## config.mk

```make
export PLATFORM = sky130hd
export DESIGN_NAME = writeback_stage
export DESIGN_NICKNAME = d
export VERILOG_FILES = /design/src/rtl/writeback_stage.sv
export SDC_FILE = /design/constraint.sdc
export NUM_CORES = 1
export LEC_CHECK = 0
export BUFFER_PORTS_ARGS = -buffer_cell sky130_fd_sc_hd__buf_2
export CAP_MARGIN = 20
export CORE_ASPECT_RATIO = 0.7
export CORE_MARGIN = 2
export CORE_UTILIZATION = 49
export CTS_CLUSTER_DIAMETER = 50
export DETAILED_ROUTE_END_ITERATION = 12
export GPL_TIMING_DRIVEN = 0
export PLACE_DENSITY = 0.89
export SLEW_MARGIN = 5
export SYNTH_ARGS = -nofsm -noshare
export SYNTH_HDL_FRONTEND = slang
export SYNTH_SLANG_ARGS = --single-unit
```

## constraint.sdc

```tcl
create_clock -name clk -period 2.9 [get_ports clk]
set_input_delay 0 -clock clk [delete_from_list [all_inputs] [get_ports clk]]
set_output_delay 0 -clock clk [all_outputs]
set_load 0.1 [all_outputs]
```

## src/rtl/writeback_stage.sv

```systemverilog
// writeback_stage
// Write-back stage of the five-stage pipeline. Holds the MEM/WB pipeline
// register, selects the write-back value and drives the single register-file
// write port. Dual-destination instructions (SWAP) are split into two writes
// on consecutive cycles; upstream is stalled for the cycle of the second write.
// Also counts retired instructions.
//
// Ports
//   clk          pipeline clock, rising edge
//   rst          synchronous active-low reset
//   in_valid     MEM stage presents an instruction
//   WB_signals   {regWrite, WBsel[1:0]}; WBsel 00 ALU, 01 mem, 10 imm, 11 in_port
//   dual         instruction writes two registers (SWAP)
//   dst1, dst2   first / second destination register
//   alu_result   ALU result / first SWAP value
//   alu_result2  second SWAP value
//   mem_data     data-memory read value
//   Imm          immediate
//   in_port      input-port value
//   stall        registered; upstream holds its outputs while high
//   regWrite     register-file write enable
//   WA, WD       register-file write address / data
//   retired      retired-instruction counter, wraps to 0
//
// state  | meaning
// IDLE   | accepting instructions; outputs reflect last accepted write
// SECOND | second SWAP write pending; it is issued on the next edge
module writeback_stage #(
   parameter int DATA_W = 16,
   parameter int ADDR_W = 3
) (
   input  logic              clk,
   input  logic              rst,
   input  logic              in_valid,
   input  logic [2:0]        WB_signals,
   input  logic              dual,
   input  logic [ADDR_W-1:0] dst1,
   input  logic [ADDR_W-1:0] dst2,
   input  logic [DATA_W-1:0] alu_result,
   input  logic [DATA_W-1:0] alu_result2,
   input  logic [DATA_W-1:0] mem_data,
   input  logic [DATA_W-1:0] Imm,
   input  logic [DATA_W-1:0] in_port,
   output logic              stall,
   output logic              regWrite,
   output logic [ADDR_W-1:0] WA,
   output logic [DATA_W-1:0] WD,
   output logic [15:0]       retired
);

   localparam logic IDLE   = 1'b0;
   localparam logic SECOND = 1'b1;

   logic              state_q,      state_d;
   logic              stall_q,      stall_d;
   logic              reg_write_q,  reg_write_d;
   logic [ADDR_W-1:0] wa_q,         wa_d;
   logic [DATA_W-1:0] wd_q,         wd_d;
   logic [15:0]       retired_q,    retired_d;
   logic [ADDR_W-1:0] dst2_sv_q,    dst2_sv_d;
   logic [DATA_W-1:0] data2_sv_q,   data2_sv_d;
   logic [DATA_W-1:0] wb_mux;

   always_comb begin
      wb_mux = alu_result;
      case (WB_signals[1:0])
         2'b00:   wb_mux = alu_result;
         2'b01:   wb_mux = mem_data;
         2'b10:   wb_mux = Imm;
         default: wb_mux = in_port;
      endcase
   end

   always_comb begin
      state_d     = state_q;
      stall_d     = stall_q;
      reg_write_d = 1'b0;
      wa_d        = wa_q;
      wd_d        = wd_q;
      retired_d   = retired_q;
      dst2_sv_d   = dst2_sv_q;
      data2_sv_d  = data2_sv_q;

      if (state_q == SECOND) begin
         // Inputs are ignored here: upstream is holding behind stall.
         reg_write_d = 1'b1;
         wa_d        = dst2_sv_q;
         wd_d        = data2_sv_q;
         stall_d     = 1'b0;
         state_d     = IDLE;
      end else if (in_valid) begin
         reg_write_d = WB_signals[2];
         wa_d        = dst1;
         wd_d        = wb_mux;
         retired_d   = retired_q + 16'd1;
         stall_d     = 1'b0;
         // A dual instruction that does not write is just a single.
         if (dual && WB_signals[2]) begin
            dst2_sv_d  = dst2;
            data2_sv_d = alu_result2;
            stall_d    = 1'b1;
            state_d    = SECOND;
         end
      end else begin
         stall_d = 1'b0;
      end
   end

   always_ff @(posedge clk) begin
      if (!rst) begin
         state_q     <= IDLE;
         stall_q     <= 1'b0;
         reg_write_q <= 1'b0;
         wa_q        <= '0;
         wd_q        <= '0;
         retired_q   <= '0;
         dst2_sv_q   <= '0;
         data2_sv_q  <= '0;
      end else begin
         state_q     <= state_d;
         stall_q     <= stall_d;
         reg_write_q <= reg_write_d;
         wa_q        <= wa_d;
         wd_q        <= wd_d;
         retired_q   <= retired_d;
         dst2_sv_q   <= dst2_sv_d;
         data2_sv_q  <= data2_sv_d;
      end
   end

   assign stall    = stall_q;
   assign regWrite = reg_write_q;
   assign WA       = wa_q;
   assign WD       = wd_q;
   assign retired  = retired_q;

endmodule

```

==> metrics.txt <==
Worst Hold Class in -> reg; multiplexer share of the synthesized area 21.3%; power density over the cells 508 nW/um^2; top-level port count between 100 and 150; hold_ws between 50 and 60 ps; final hold vios 0; clk root buf clkbuf_8; Final period util between 60% and 70%; Crit-path slowest cell or4_1; setup ws final roughly 1100 ps; met3 GRT Util under 10%; Setup TNS Final 0 ps; layout cell share with drive strength beyond 1 36.5%; Leak Pwr ~1.6 nW; CTS tree yes; IO buf count roughly 130; register area share after synthesis 42.5%; GR Overflow Total 0; Iter 0 DRT Violations between 100 and 150; vias 2635; GRT Util Overall between 20 and 30%; RSZ-0062 raised after global routing false; synth unique cells 32; Clock Latency Late Sink around 310 ps; first-pass GRT wire length around 12000 um; sequential share of power 44.0%; register bit total from synthesis between 50 and 60; Mapped Cells between 200 and 300; clk buf depth 2; Post-Route WL ~7600 um; GR peak layer met2; initial antenna violation count 0; Switching Fraction 30.6%; worst path arrival time 1990 ps; fill count 414; Synth Area in Simple Gates between 10% and 20%; Area Overhead vs Synth 39.6%; Post-DRT Antenna Nets 0; drt drc 0; Die X around 92 um; max_cap viols 0; post-synthesis adder-cell area fraction less than 1%; Commonest cells post-synth dfxtp_1, nand2_1, a21oi_1, nor2_1, mux2i_1; clk_skew 8.47 ps; largest net degree at the start of global routing 17; die area 5990 um^2; hold depth 5; Synth Area in Compound Gates 12.0%; critical path class reg -> reg; fin. max-slew vios 0; Synth top area share roughly 43%; status finished, final reports clean; RR Startpoint retired[3]; Site Rows 22; Synth Area in XOR/XNOR ~4.0%; worst path cell trace nand4_2, or2_1, or4_1, a21oi_1; drt pass-1 iters 4; CP Launch Type flip-flop; combinational fraction of design power 24.5%; CP required around 3100 ps; Ys Warns 0; switching power total about 570 uW; WL/cell between 15 and 20 um; DP Wirelength approximately 5600 um; postcts setup bufs 0; Synth area leaders dfxtp_1, mux4_2, a21oi_1, mux2i_1, nand2_1; Avg Cell Area, Syn between 9 and 10 um^2; routability cong. 0.839; clk sink count 56; Post-Syn Area between 2000 and 3000 um^2; Final setup viols 0; pre-CTS WS around 1200 ps; Reg clk slew, reported paths about 90 ps; Final min period 1750 ps; Worst R2R End retired[13]; initial core utilization between 50% and 60%; Clock Power Share a little under a third; M2 GR Usage about half; Synth Flop Type dfxtp_1; syn_nets roughly 380; VDD IR max 342 uV; H-tree lvl count 2; Highest Clock Rate roughly 570 MHz; diode count 0; crit path capture type flip-flop; number of synthesized flops with an enable pin 0; vias in the first global route approximately 2600; Worst R2R Setup Slack between 1000 and 1500 ps; largest family of logic cells by synthesized area multiplexers; die height roughly 65 um; Worst Hold Launch dst1[1]; CTS Buf Count 5; nets@finish approximately 530; Worst-Margin Slew 743 ps; Core Area between 5000 and 6000 um^2; Synth async-reset ratio 0%; Largest stage delay, worst path slightly below 500 ps; Worst R2R Path Depth 4; total chip power roughly 1.9 mW; critical path fanouts, max 7; Hold Path End WA[1]; met1 Use GR a little under a third; top-count cell post-synth dfxtp_1; post-synth top area cell dfxtp_1; drt via density roughly 5.2; Slew HR roughly 50%; P_int roughly 1.3 mW
flip-flops by register name, indices dropped and copies added (netlist names):
signal / flops
regWrite: 1
data2_sv_q: 16
stall: 1
WD: 16
dst2_sv_q: 3
retired: 16
WA: 3
per-layer routing:
layer / vias up / wire [um]
li1: 1291 / -
met1: 1253 / 3040
met2: 80 / 4070
met3: 11 / 444
met4: 0 / 80
met5: - / 0
placed cells by master (no fill, tap or decap), drive strengths merged, types with 2 or more instances in the layout:
| master | n |
|---|---|
| nor4 | 4 |
| nand2 | 44 |
| a21oi | 41 |
| buf | 133 |
| nor2 | 21 |
| mux4 | 16 |
| xnor2 | 8 |
| or2 | 2 |
| nand4 | 4 |
| bufinv | 2 |
| nor3 | 3 |
| clkbuf | 19 |
| dfxtp | 56 |
| mux2i | 20 |
| xor2 | 4 |
| nand3 | 2 |
| o21ai | 17 |
| dlygate4sd3 | 20 |
| inv | 5 |
worst max-delay path by stage:
stage          slack [ps]          end  startpoint
6_report             1150  retired[13]  retired[3]
2_1_floorplan         580  retired[13]  retired[4]
5_1_grt              1020  retired[13]  retired[3]
3_5_place_dp         1180  retired[13]  retired[3]
3_3_place_gp         1250  retired[13]  retired[3]
4_1_cts              1170  retired[13]  retired[3]
timing repair:
| item | CTS | global route |
|---|---|---|
| endpoints found under the hold margin | 20 | 0 |
| hold buffers | 20 | 0 |
| gates resized for setup | 0 | 0 |
power groups by stage:
stage,clock network (mW),logic (mW),registers [mW]
6_report,0.589,0.459,0.823
5_1_grt,0.635,0.486,0.827
4_1_cts,0.599,0.458,0.822
3_5_place_dp,0,0.437,0.839
3_3_place_gp,0,0.424,0.838
2_1_floorplan,0,0.133,1.03
stage by stage:
stage	instance area [um^2]	util [%]	cells
after floorplan	2640	-	281
after global placement	3350	64.4	478
after detailed placement	3350	64.4	478
after CTS	3680	70.8	505
after global routing	3680	70.8	505
final	3680	70.8	505
worst max-delay path: cells and delay by family (launching register included):
kind / cells / cell delay [ps]
AND/OR/NAND/NOR: 3 / 1070
AO/OA/AOI/OAI: 1 / 150
flip-flops: 1 / 470
cell type report:
| cell class | instances | area [um^2] | area share [%] |
|---|---|---|---|
| buffer | 22 | 101 | 2.75 |
| clock buffer | 5 | 68.8 | 1.87 |
| clock inverter | 2 | 60.1 | 1.63 |
| inverter | 5 | 18.8 | 0.510 |
| multi-input combinational | 198 | 1400 | 37.9 |
| sequential | 56 | 1120 | 30.5 |
| tap | 72 | 90.1 | 2.45 |
| timing repair buffer | 145 | 826 | 22.4 |
cell families (layout without fill, tap and decap cells):
| family | Yosys count | in the layout |
|---|---|---|
| and+or+nand+nor | 88 | 88 |
| AOI/OAI and AO/OA | 61 | 61 |
| DFF | 56 | 56 |
| muxes | 36 | 36 |
| buffers and inverters | 27 | 179 |
| xor gates and xnor gates | 12 | 12 |
| adders and majority gates | 1 | 1 |
(Power assumes the default switching activity.)
